==> src/rtl/mips_pkg.sv <==
// Shared MIPS encodings and hazard-sequencer definitions.
package mips_pkg;

    // Primary opcodes, instruction [31:26]
    localparam logic [5:0] OP_RTYPE = 6'h00;
    localparam logic [5:0] OP_J     = 6'h02;
    localparam logic [5:0] OP_JAL   = 6'h03;
    localparam logic [5:0] OP_BEQ   = 6'h04;
    localparam logic [5:0] OP_BNE   = 6'h05;
    localparam logic [5:0] OP_BLEZ  = 6'h06;
    localparam logic [5:0] OP_BGTZ  = 6'h07;
    localparam logic [5:0] OP_ADDI  = 6'h08;
    localparam logic [5:0] OP_ADDIU = 6'h09;
    localparam logic [5:0] OP_SLTI  = 6'h0A;
    localparam logic [5:0] OP_SLTIU = 6'h0B;
    localparam logic [5:0] OP_ANDI  = 6'h0C;
    localparam logic [5:0] OP_ORI   = 6'h0D;
    localparam logic [5:0] OP_XORI  = 6'h0E;
    localparam logic [5:0] OP_LUI   = 6'h0F;
    localparam logic [5:0] OP_LB    = 6'h20;
    localparam logic [5:0] OP_LH    = 6'h21;
    localparam logic [5:0] OP_LW    = 6'h23;
    localparam logic [5:0] OP_LBU   = 6'h24;
    localparam logic [5:0] OP_LHU   = 6'h25;
    localparam logic [5:0] OP_SB    = 6'h28;
    localparam logic [5:0] OP_SH    = 6'h29;
    localparam logic [5:0] OP_SW    = 6'h2B;

    // R-type function codes, instruction [5:0]
    localparam logic [5:0] FN_JR = 6'h08;

    // Link register written by jal
    localparam logic [4:0] REG_RA = 5'd31;

    // Sequencer state encodings
    typedef enum logic [1:0] {
        ST_RUN      = 2'd0,
        ST_STALL    = 2'd1,
        ST_REDIRECT = 2'd2
    } hz_state_e;

    // A producer destination hits a consumer source; $0 never hits.
    function automatic logic src_match(input logic [4:0] dst,
                                       input logic [4:0] rs,
                                       input logic [4:0] rt,
                                       input logic       rs_used,
                                       input logic       rt_used);
        return (dst != 5'd0) && ((rs_used && (dst == rs)) || (rt_used && (dst == rt)));
    endfunction

endpackage

==> src/rtl/instr_reg_use.sv <==
// Decodes which registers the ID-stage instruction reads and writes.
module instr_reg_use
    import mips_pkg::*;
(
    input  logic [31:0] instr_i,
    input  logic        reg_write_i,
    input  logic        id_valid_i,
    output logic [4:0]  dst_o,
    output logic [4:0]  rs_o,
    output logic [4:0]  rt_o,
    output logic        rs_used_o,
    output logic        rt_used_o,
    output logic        is_branch_or_jr_o,
    output logic        is_jump_o
);

    logic [5:0] op;
    logic [5:0] funct;
    logic [4:0] dst_raw;
    logic       unused_shamt;

    assign op           = instr_i[31:26];
    assign funct        = instr_i[5:0];
    assign rs_o         = instr_i[25:21];
    assign rt_o         = instr_i[20:16];
    assign unused_shamt = ^instr_i[10:6];

    // Classify the opcode into register usage and control-flow kind.
    always_comb begin
        // NOTE: every output gets a default first so no path leaves it unassigned (no latch).
        dst_raw           = instr_i[20:16];
        rs_used_o         = 1'b1;
        rt_used_o         = 1'b0;
        is_branch_or_jr_o = 1'b0;
        is_jump_o         = 1'b0;
        case (op)
            OP_RTYPE: begin
                dst_raw   = instr_i[15:11];
                rt_used_o = 1'b1;
                if (funct == FN_JR) begin
                    is_branch_or_jr_o = 1'b1;
                    is_jump_o         = 1'b1;
                end
            end
            OP_J: begin
                rs_used_o = 1'b0;
                is_jump_o = 1'b1;
            end
            OP_JAL: begin
                dst_raw   = REG_RA;
                rs_used_o = 1'b0;
                is_jump_o = 1'b1;
            end
            OP_BEQ, OP_BNE: begin
                rt_used_o         = 1'b1;
                is_branch_or_jr_o = 1'b1;
            end
            OP_BLEZ, OP_BGTZ: is_branch_or_jr_o = 1'b1;
            OP_SB, OP_SH, OP_SW: rt_used_o = 1'b1;
            OP_ADDI, OP_ADDIU, OP_SLTI, OP_SLTIU, OP_ANDI, OP_ORI, OP_XORI, OP_LUI,
            OP_LB, OP_LH, OP_LW, OP_LBU, OP_LHU: dst_raw = instr_i[20:16];
            // Unknown opcodes read rs only and never produce a value
            default: dst_raw = 5'd0;
        endcase
        dst_o = (reg_write_i && id_valid_i) ? dst_raw : 5'd0;
    end

endmodule

==> src/rtl/hazard_controller.sv <==
// Load-use and ID-resolved branch hazard sequencer with stall/flush counters.
module hazard_controller
    import mips_pkg::*;
#(
    parameter int DELAY_SLOT = 0,
    parameter int CNT_W      = 16
) (
    input  logic             Clk,
    input  logic             Rst,
    input  logic [31:0]      Instruction,
    input  logic             IDValid,
    input  logic             RegWrite,
    input  logic             MemRead,
    input  logic             Branch,
    input  logic             BranchTaken,
    output logic             PCWrite,
    output logic             IFIDWrite,
    output logic             IFIDFlush,
    output logic             IDEXBubble,
    output logic [CNT_W-1:0] StallCount,
    output logic [CNT_W-1:0] FlushCount
);

    localparam logic FLUSH_ON_REDIRECT = (DELAY_SLOT == 0);

    logic [4:0] id_dst, id_rs, id_rt;
    logic       rs_used, rt_used, is_branch_or_jr, is_jump;

    logic [4:0] ex_dst_q, ex_dst_d, mem_dst_q;
    logic       ex_memread_q, ex_memread_d, mem_memread_q;

    logic       load_use, id_use, stall, redirect;
    hz_state_e  st_q, st_d;

    logic [CNT_W-1:0] stall_cnt_q, flush_cnt_q;

    instr_reg_use u_reg_use (
        .instr_i           (Instruction),
        .reg_write_i       (RegWrite),
        .id_valid_i        (IDValid),
        .dst_o             (id_dst),
        .rs_o              (id_rs),
        .rt_o              (id_rt),
        .rs_used_o         (rs_used),
        .rt_used_o         (rt_used),
        .is_branch_or_jr_o (is_branch_or_jr),
        .is_jump_o         (is_jump)
    );

    // Hazard detection against the EX and MEM shadow copies.
    always_comb begin
        load_use = ex_memread_q && src_match(ex_dst_q, id_rs, id_rt, rs_used, rt_used);
        id_use   = is_branch_or_jr &&
                   (src_match(ex_dst_q, id_rs, id_rt, rs_used, rt_used) ||
                    (mem_memread_q && src_match(mem_dst_q, id_rs, id_rt, rs_used, rt_used)));
        stall    = IDValid && (load_use || id_use);
        redirect = !stall && IDValid && ((Branch && BranchTaken) || is_jump);
        // A stalled instruction enters EX as a bubble
        ex_dst_d     = stall ? 5'd0 : id_dst;
        ex_memread_d = !stall && MemRead && IDValid;
    end

    // Shadow pipeline of destination info: ID -> EX -> MEM.
    always_ff @(posedge Clk) begin
        // NOTE: sequential state uses non-blocking assignments so mem picks up the old ex value.
        if (Rst) begin
            ex_dst_q      <= 5'd0;
            ex_memread_q  <= 1'b0;
            mem_dst_q     <= 5'd0;
            mem_memread_q <= 1'b0;
        end else begin
            ex_dst_q      <= ex_dst_d;
            ex_memread_q  <= ex_memread_d;
            mem_dst_q     <= ex_dst_q;
            mem_memread_q <= ex_memread_q;
        end
    end

    // Sequencer state register.
    always_ff @(posedge Clk) begin
        if (Rst) st_q <= ST_RUN;
        else     st_q <= st_d;
    end

    // Next state and pipeline enables; stall beats redirect, reset beats both.
    always_comb begin
        st_d       = ST_RUN;
        PCWrite    = 1'b1;
        IFIDWrite  = 1'b1;
        IFIDFlush  = 1'b0;
        IDEXBubble = 1'b0;
        case (st_q)
            ST_RUN, ST_STALL, ST_REDIRECT: begin
                if (stall)         st_d = ST_STALL;
                else if (redirect) st_d = ST_REDIRECT;
            end
            default: st_d = ST_RUN;
        endcase
        if (stall) begin
            PCWrite    = 1'b0;
            IFIDWrite  = 1'b0;
            IDEXBubble = 1'b1;
        end
        if (redirect && FLUSH_ON_REDIRECT) IFIDFlush = 1'b1;
        if (Rst) begin
            PCWrite    = 1'b0;
            IFIDWrite  = 1'b0;
            IFIDFlush  = 1'b1;
            IDEXBubble = 1'b1;
        end
    end

    // Saturating event counters for stall and flush cycles.
    always_ff @(posedge Clk) begin
        if (Rst) begin
            stall_cnt_q <= '0;
            flush_cnt_q <= '0;
        end else begin
            if (stall && (stall_cnt_q != '1)) stall_cnt_q <= stall_cnt_q + CNT_W'(1);
            if (IFIDFlush && (flush_cnt_q != '1)) flush_cnt_q <= flush_cnt_q + CNT_W'(1);
        end
    end

    assign StallCount = stall_cnt_q;
    assign FlushCount = flush_cnt_q;

endmodule
==> config.mk <==
export PLATFORM = sky130hd
export DESIGN_NAME = hazard_controller
export DESIGN_NICKNAME = d
export VERILOG_FILES = /design/src/rtl/mips_pkg.sv /design/src/rtl/instr_reg_use.sv /design/src/rtl/hazard_controller.sv
export SDC_FILE = /design/constraint.sdc
export NUM_CORES = 1
export LEC_CHECK = 0
export CAP_MARGIN = 20
export CORE_MARGIN = 2
export CORE_UTILIZATION = 42
export DETAILED_ROUTE_END_ITERATION = 6
export PLACE_DENSITY = 0.72
export SYNTH_ARGS = -nofsm -noshare
export SYNTH_HDL_FRONTEND = slang
export SYNTH_SLANG_ARGS = --single-unit
==> constraint.sdc <==
create_clock -name Clk -period 3.4 [get_ports Clk]
set_input_delay 0.68 -clock Clk [delete_from_list [all_inputs] [get_ports Clk]]
set_output_delay 0.68 -clock Clk [all_outputs]
set_load 0.005 [all_outputs]
==> load_flow_metrics.sql <==
INSERT INTO impl_metrics (metric_group, metric, value, unit) VALUES
('logic_synthesis', 'ys.warnings.count', '0', ''),
('logic_synthesis', 'synthDominantCellAreaShare', '0.363', ''),
('finish', 'finalNonFillerCells', '450', ''),
('logic_synthesis', 'synth_simple_gate_area_share', '0.318', ''),
('logic_synthesis', 'synth-compound-area-share', '0.174', ''),
('pwr', 'post_layout_power', '1.10', 'mW'),
('grt', 'grt_start_max_net_pins', '32', ''),
('finish', 'final_design_area_no_fill', '3530', 'µm²'),
('critical_path', 'worst_path_max_delay_cell', 'sky130_fd_sc_hd__or4_4', ''),
('sta', 'finalMaxSlewViolations', '0', ''),
('route', 'avgViaCountPerCell', '5.66', ''),
('logic_synthesis', 'synth-adder-area-share', '0.0103', ''),
('route', 'drt_pass1_iterations', '4', ''),
('sta', 'max_slew.worst_pin.slew', '0.726', 'ns'),
('placed_design', 'routabilityCongestion', '0.957', ''),
('finish', 'antenna-diode-count', '0', ''),
('die', 'die_width', '80', 'µm'),
('hold_path', 'hold_path.class', 'flip-flop to flip-flop', ''),
('clock_tree', 'clkLatencyLatePin', '0.30', 'ns'),
('pwr', 'peakVddDrop', '254', 'µV'),
('clock_tree', 'cts_hold_buf', '0', ''),
('clock_tree', 'tritoncts.num_buffers', '5', ''),
('logic_synthesis', 'netlist_top_cells_area', 'sky130_fd_sc_hd__dfxtp_1, sky130_fd_sc_hd__xnor2_1, sky130_fd_sc_hd__a21oi_1', ''),
('die', 'pin_count', '75', ''),
('logic_synthesis', 'synth_area_per_cell', '8.37', 'µm²'),
('die', 'fp.dieH', '80', 'µm'),
('clock_tree', 'clkSinkCount', '44', ''),
('route', 'drc_violations_left', '0', ''),
('logic_synthesis', 'synth.largest_area_cell', 'sky130_fd_sc_hd__dfxtp_1', ''),
('outcome', 'status', 'completed', ''),
('grt', 'grt_antenna_before_repair', '0', ''),
('job', 'max_cap_violations', '0', ''),
('logic_synthesis', 'netlist_area', '2430', 'µm²'),
('grt', 'grt_pass1_wl', '10.5', 'mm'),
('logic_synthesis', 'async_flop_share', '0', ''),
('sta', 'timing.slew.headroom', '0.513', ''),
('route', 'detailedRoute.firstIterationViolations', '122', ''),
('sta', 'clock_skew', '0.00498', 'ns'),
('sta', 'setup_viol', '0', ''),
('sta', 'period_minus_slack', '3.31', 'ns'),
('pwr', 'power.density_cell_area', '311', 'nW/µm²'),
('placed_design', 'inst_count_dp', '440', ''),
('logic_synthesis', 'yosys-mux-area-fraction', '0.0181', ''),
('logic_synthesis', 'netlist_instances', '290', ''),
('critical_path', 'worstSetupPathType', 'input pin to output pin', ''),
('logic_synthesis', 'number_of_flops_mapped_to_enable_cells_by_yosys', '0', ''),
('placed_design', 'hpwl', '4.62', 'mm'),
('placed_design', 'place_area', '3320', 'µm²'),
('clock_tree', 'path_clk_slew', '0.08', 'ns'),
('grt', 'grt_util_all_layers', '0.203', ''),
('sta', 'maxClockFrequency', '302', 'MHz'),
('route', 'wire_per_inst', '14.4', 'µm'),
('critical_path', 'crit_path_required_time', '2.72', 'ns'),
('critical_path', 'biggest_cell_delay_along_the_critical_path', '0.52', 'ns'),
('placed_design', 'port_buffer_count', '69', ''),
('sta', 'post-route-period-util', '0.975', ''),
('placed_design', 'dp_worst_setup_slack', '-0.707', 'ns'),
('critical_path', 'setup.worst_path.end_class', 'output pin', ''),
('die', 'start_util', '0.438', ''),
('pwr', 'leakagePower', '1.24', 'nW'),
('finish', 'drive_above_1_share', '0.148', ''),
('clock_tree', 'htree_levels', '2', ''),
('die', 'dieArea', '6400', 'µm²'),
('critical_path', 'worst-path-max-fanout', '3', ''),
('finish', 'final_net_count', '418', ''),
('grt', 'first_global_vias', '2340', ''),
('route', 'totalWireLength', '6.49', 'mm'),
('route', 'route.vias.total', '2547', ''),
('grt', 'grt_remaining_overflow', '0', ''),
('sta', 'grt_setup_unrepaired', 'no', ''),
('logic_synthesis', 'postSynthNetCount', '331', '');
## critical path: cells and delay by family
kind	cells	cell delay (ns)
AO/OA/AOI/OAI	3	0.59
buffers and inverters	3	0.32
AND/OR/NAND/NOR	3	1.04
## per-stage QoR
| step | setup TNS, ns | hold slack (ns) | utilization |
|---|---|---|---|
| 2_1_floorplan | 0 | 0.438 | - |
| 3_3_place_gp | -3.84 | 0.481 | 0.599 |
| 3_5_place_dp | -5.09 | 0.482 | 0.599 |
| 4_1_cts | 0 | 0.487 | 0.632 |
| 5_1_grt | 0 | 0.524 | 0.637 |
| 6_report | 0 | 0.492 | 0.637 |
## power breakdown
part           total [mW]  internal [mW]  switching (mW)
registers           0.522          0.518         0.00365
logic               0.136         0.0749          0.0612
clock network       0.439          0.259           0.179
total                1.10          0.852           0.244
## cells in the mapped netlist (all sizes together), types with 6 or more instances
cell,count
nand4,8
xnor2,16
or4,18
o21ai,12
clkbuf,9
dfxtp,44
nand3,13
or3,9
o31ai,16
nor2,16
nand2,19
a21oi,27
nor4,6
and2,10
buf,6
nor2b,12
## timing repair
item | in CTS | in global routing
pin swaps | 7 | 10
setup endpoints to repair | 4 | 4
buffers inserted | 1 | 1
gates resized for setup | 30 | 17
## cell families after synthesis
logic type	Yosys count
XOR/XNOR	21
flip-flops	44
buffers and inverters	20
multiplexers	4
adder cells (fa/ha/maj)	2
AND/OR/NAND/NOR	132
AO/OA/AOI/OAI	67
## per-layer routing
| layer | vias to the layer above | part of all wire | track usage |
|---|---|---|---|
| met3 | 13 | 0.070 | 0.0441 |
| li1 | 1273 | - | - |
| met4 | 0 | 0.018 | 0.0627 |
| met5 | - | 0 | 0 |
| met1 | 1172 | 0.44 | 0.261 |
| met2 | 89 | 0.47 | 0.337 |
## sequential cells by signal, summed over array words and instances, names as in the netlist
register       flops
mem_dst_q          5
ex_memread_q       1
FlushCount        16
ex_dst_q           5
StallCount        16
mem_memread_q      1
## final timing paths
check,end,startpoint,cells past startpoint
worst max register to register,FlushCount[13]$_SDFFE_PP0P_,ex_dst_q[1]$_SDFF_PP0_,10
worst min register to register,StallCount[8]$_SDFFE_PP0P_,StallCount[8]$_SDFFE_PP0P_,2
worst max-delay path,IFIDFlush,Instruction[27],9
worst min-delay path,StallCount[8]$_SDFFE_PP0P_,StallCount[8]$_SDFFE_PP0P_,2
## cell type report
class,instances,area [µm²]
inverter,5,18.8
clock buffer,7,96.3
fill,494,2010
multi-input combinational,226,1520
clock inverter,1,30.0
tap,72,90.1
timing repair buffer,95,890
sequential,44,881
## cells in the final DEF (no fill, tap or decap), types with 7 or more instances in the layout
| cell type | Yosys | final |
|---|---|---|
| sky130_fd_sc_hd__clkdlybuf4s50_1 | 0 | 58 |
| sky130_fd_sc_hd__dfxtp_1 | 44 | 44 |
| sky130_fd_sc_hd__a21oi_1 | 27 | 27 |
| sky130_fd_sc_hd__buf_4 | 1 | 23 |
| sky130_fd_sc_hd__nand2_1 | 19 | 19 |
| sky130_fd_sc_hd__or4_1 | 18 | 17 |
| sky130_fd_sc_hd__nor2_1 | 16 | 16 |
| sky130_fd_sc_hd__xnor2_1 | 16 | 16 |
| sky130_fd_sc_hd__o31ai_1 | 16 | 16 |
| sky130_fd_sc_hd__nand3_1 | 13 | 13 |
| sky130_fd_sc_hd__nor2b_1 | 12 | 11 |
| sky130_fd_sc_hd__o21ai_0 | 11 | 11 |
| sky130_fd_sc_hd__or3_1 | 9 | 9 |
| sky130_fd_sc_hd__nand4_1 | 8 | 8 |
| sky130_fd_sc_hd__and2_1 | 9 | 7 |
| sky130_fd_sc_hd__clkbuf_8 | 0 | 7 |
Power figures use the tool's default switching activity.
==> patch 1: new RTL, config.mk and constraints unchanged <==
Change the parameter `CNT_W` from 16 to 12.
--- a/src/rtl/hazard_controller.sv
+++ b/src/rtl/hazard_controller.sv
@@ -3,7 +3,7 @@
     import mips_pkg::*;
 #(
     parameter int DELAY_SLOT = 0,
-    parameter int CNT_W      = 16
+    parameter int CNT_W      = 12
 ) (
     input  logic             Clk,
     input  logic             Rst,
Ports: changed (resized FlushCount and StallCount); port bits go from 75 to 67. The function was not compared with the original's and may differ.
==> patch 1 against the original RTL <==
- wire length is 13% lower
- cell area is 11% lower
- setup slack better by 0.035 ns
- power is 22% lower
- first-iteration DRC count is 80% higher
- synthesized cell count is 17% lower
- area after synthesis is 12% lower
- sequential cell count is 8 lower
- highest routed layer unchanged
==> patch 1: results (changes against the original RTL) <==
Status - finished, final reports clean
Dpl ws - -0.399 ns (+0.308 ns)
Via count - 2163 (-15%)
HP Start - FlushCount[6]$_SDFFE_PP0P_
Vias in the first global route - 1943 (-17%)
Post-synthesis sequential area ratio - 0.338 (-0.0246)
Critical Path AT - 2.60 ns (-0.03 ns)
Worst Reg-to-Reg Cells - 8 (-2)
Share of cells above drive strength 1 - 0.207 (+0.0591)
Reg area - 721 um^2 (-18%)
Fillers - 422 (-15%)
Initial DRC count - 220 (+80%)
Multi-input gates - 190 (-16%)
Final non-filler cell total - 400 (-11%)
Critical Path Start - Instruction[21]
Non-clock buffering overhead - 0.277 (+0.0253)
Reg-to-reg startpoint - mem_dst_q[1]$_SDFF_PP0_
Leading post-synthesis cells by cell area - dfxtp_1 34%, xor2_1 6.6%, nor2b_1 4.4%
Switching share of power - 0.248 (+0.0258)
Critical Path Fanout Max - 2 (-1)
Clkbuf count - 6 (-1)
Port buffer count - 61 (-12%)
Placed insts - 388 (-12%)
Post-Syn Instances - 241 (-17%)
List of most frequent post-synthesis cells - 36 x dfxtp_1, 16 x nor2_1, 16 x xor2_1, 15 x a21oi_1, 15 x nor2b_1
Multi-input combinational area share - 0.437 (+0.00487)
CTS Sinks - 36 (-18%)
Maximum VDD drop - 0.000178 V (-30%)
Distinct cells, synth - 52 (+18%)
RePlAce Congestion - 0.831 (-13%)
Wire length of the first global-routing pass - 9.03 mm (-14%)
WL/cell - 14.2 um (-1.6%)
Placed instance area - 2990 um^2 (-9.9%)
Worst slew pin tran - 0.841 ns (+0.115 ns)
Adder-Cell Fraction of Synth Area - 0.0118 (+0.00144)
P&R area growth vs syn - 47.9%
Clk tree area frac - 0.0246 (-0.0112)
Syn_nets - 282 (-15%)
First-pass iteration count of the detailed router - 5 (+1)
Largest net degree at the start of global routing - 40 (+25%)
==> patch 1: cells by family after synthesis <==
family                   after synthesis
AND/OR/NAND/NOR                      110
AO/OA/AOI/OAI                         50
flip-flops                            36
XOR/XNOR                              22
buffers and inverters                 15
multiplexers                           6
adder cells (fa/ha/maj)                2
==> patch 1: power groups by stage <==
stage	clock, W	combinational (W)	sequential [W]
global route	0.000317	0.000140	0.000429
floorplan	0	0.0000480	0.000437
global placement	0	0.000129	0.000438
CTS	0.000300	0.000128	0.000428
finish	0.000293	0.000130	0.000429
detailed placement	0	0.000129	0.000438
==> patch 1: path summary, 6_finish.rpt <==
kind / end / slack, ns
hold / removal: FlushCount[6]$_SDFFE_PP0P_ / 0.49
hold reg to reg: FlushCount[6]$_SDFFE_PP0P_ / 0.49
setup reg to reg: FlushCount[7]$_SDFFE_PP0P_ / 0.71
setup / recovery: IFIDWrite / 0.12
==> patch 1: repair_timing <==
| item | in CTS | in global routing |
|---|---|---|
| hold endpoints to repair | 0 | 0 |
| endpoints found under the setup margin | 4 | 6 |
| gates resized for setup | 23 | 14 |
| pin swaps | 11 | 10 |
| buffers inserted | 5 | 0 |
==> patch 1: worst max-delay path, stage by stage <==
cell             delay, ns
clkdlybuf4s50_1       0.51
xnor2_1               0.14
nand3_1               0.12
or4_4                 0.44
a211oi_2              0.25
or2_1                 0.16
a21o_1                0.15
inv_2                 0.05
buf_6                 0.11
==> patch 1: per-layer routing <==
layer,part of all wire,vias to the layer above,track usage
met5,0,-,0
met2,0.47,58,0.333
met4,0.014,0,0.0702
met1,0.47,1008,0.286
met3,0.051,8,0.0361
li1,-,1089,-
==> patch 2: new RTL, same settings <==
Without the edit above. Reset style: asynchronous (`Rst`), changed in 3 clocked blocks.
--- a/src/rtl/hazard_controller.sv
+++ b/src/rtl/hazard_controller.sv
@@ -61,7 +61,7 @@
     end
 
     // Shadow pipeline of destination info: ID -> EX -> MEM.
-    always_ff @(posedge Clk) begin
+    always_ff @(posedge Clk or posedge Rst) begin
         // NOTE: sequential state uses non-blocking assignments so mem picks up the old ex value.
         if (Rst) begin
             ex_dst_q      <= 5'd0;
@@ -77,7 +77,7 @@
     end
 
     // Sequencer state register.
-    always_ff @(posedge Clk) begin
+    always_ff @(posedge Clk or posedge Rst) begin
         if (Rst) st_q <= ST_RUN;
         else     st_q <= st_d;
     end
@@ -111,7 +111,7 @@
     end
 
     // Saturating event counters for stall and flush cycles.
-    always_ff @(posedge Clk) begin
+    always_ff @(posedge Clk or posedge Rst) begin
         if (Rst) begin
             stall_cnt_q <= '0;
             flush_cnt_q <= '0;
Function: differs if Rst is asserted again (counterexample within 4 cycles, from zero or initial values and one cycle with Rst high); with Rst held inactive, the same outputs for 10 cycles.
==> patch 2 against the original RTL <==
- setup slack improved by 0.27 ns
- sequential cell count unchanged
- cell area decreased by 3.9%
- area after synthesis decreased by 1.1%
- wire length decreased by 14%
- count of clock-buffer cells in the layout unchanged
- critical path type unchanged
- via count decreased by 19%
- synthesized cell count decreased by 21%
Power is not compared: it rests on default switching activity, and its combinational part moved more than twofold at a synthesized area within 25%.
==> patch 2: results (changes against the original RTL) <==
Via density per instance - 5.30 (-6.4%)
Worst path top cell family by delay - buffers and inverters
Worst path max stage delay - 0.49 ns (-0.03 ns)
Seq Cell Count - 44 (unchanged)
Flop2flop setup slack - 1.03 ns (+0.29 ns)
Clk tree area frac - 0.0277 (-0.00814)
Total chip power - 0.00126 W
RePlAce Congestion - 0.845 (-12%)
Share of cells above drive strength 1 - 0.117 (-0.0314)
Skew final - 0.00249 ns (-0.00249 ns)
Placed insts - 380 (-14%)
Hold path cells - 0 (-2)
Critical Path Fanout Max - 4 (+1)
P&R area growth vs syn - 41.3%
Placed instance area - 3260 um^2 (-1.7%)
Multi-input logic area - 1260 um^2 (-17%)
Highest clock rate - 328 MHz (+8.8%)
Non-clock buffering overhead - 0.242 (-0.0101)
Max transition margin - 0.508 (-0.00562)
Initial DRC count - 103 (-16%)
GR Util All Layers - 0.183 (-0.0194)
Wire length of the first global-routing pass - 9.34 mm (-11%)
Post-synthesis sequential area ratio - 0.459 (+0.0957)
Status - finished, final reports clean
List of most frequent post-synthesis cells - 44 x dfrtp_1, 29 x xnor2_1, 18 x nand4_1, 18 x xor2_1, 15 x nand2_1
Final HPWL from detailed placement - 4.11 mm (-11%)
Layout net count - 357 (-15%)
Worst Reg-to-Reg Cells - 7 (-3)
Mean Syn Cell Area - 10.5 um^2 (+25%)
Worst Hold Path EP - mem_memread_q$_DFF_PP0_
[patch 2: repair_timing]
| action | in CTS | in global routing |
|---|---|---|
| setup endpoints to repair | 4 | 4 |
| buffers inserted | 1 | 0 |
| pin swaps | 5 | 4 |
| resized for setup | 11 | 7 |
[patch 2: kinds of logic after synthesis]
logic type | count (synthesis) | share of synthesized area
DFF | 44 | 0.459
xor gates and xnor gates | 47 | 0.172
muxes | 3 | 0.0141
adders and majority gates | 2 | 0.0104
and+or+nand+nor | 99 | 0.238
buffers and inverters | 13 | 0.0266
AOI/OAI and AO/OA | 21 | 0.0808
[patch 2: layer usage]
metal  up-vias  wire length (um)  GRT usage
met5         -                 0          0
met4         0                44     0.0379
met3         5               420     0.0532
met2        67              2610      0.292
met1       997              2480      0.249
li1        991                 -          -
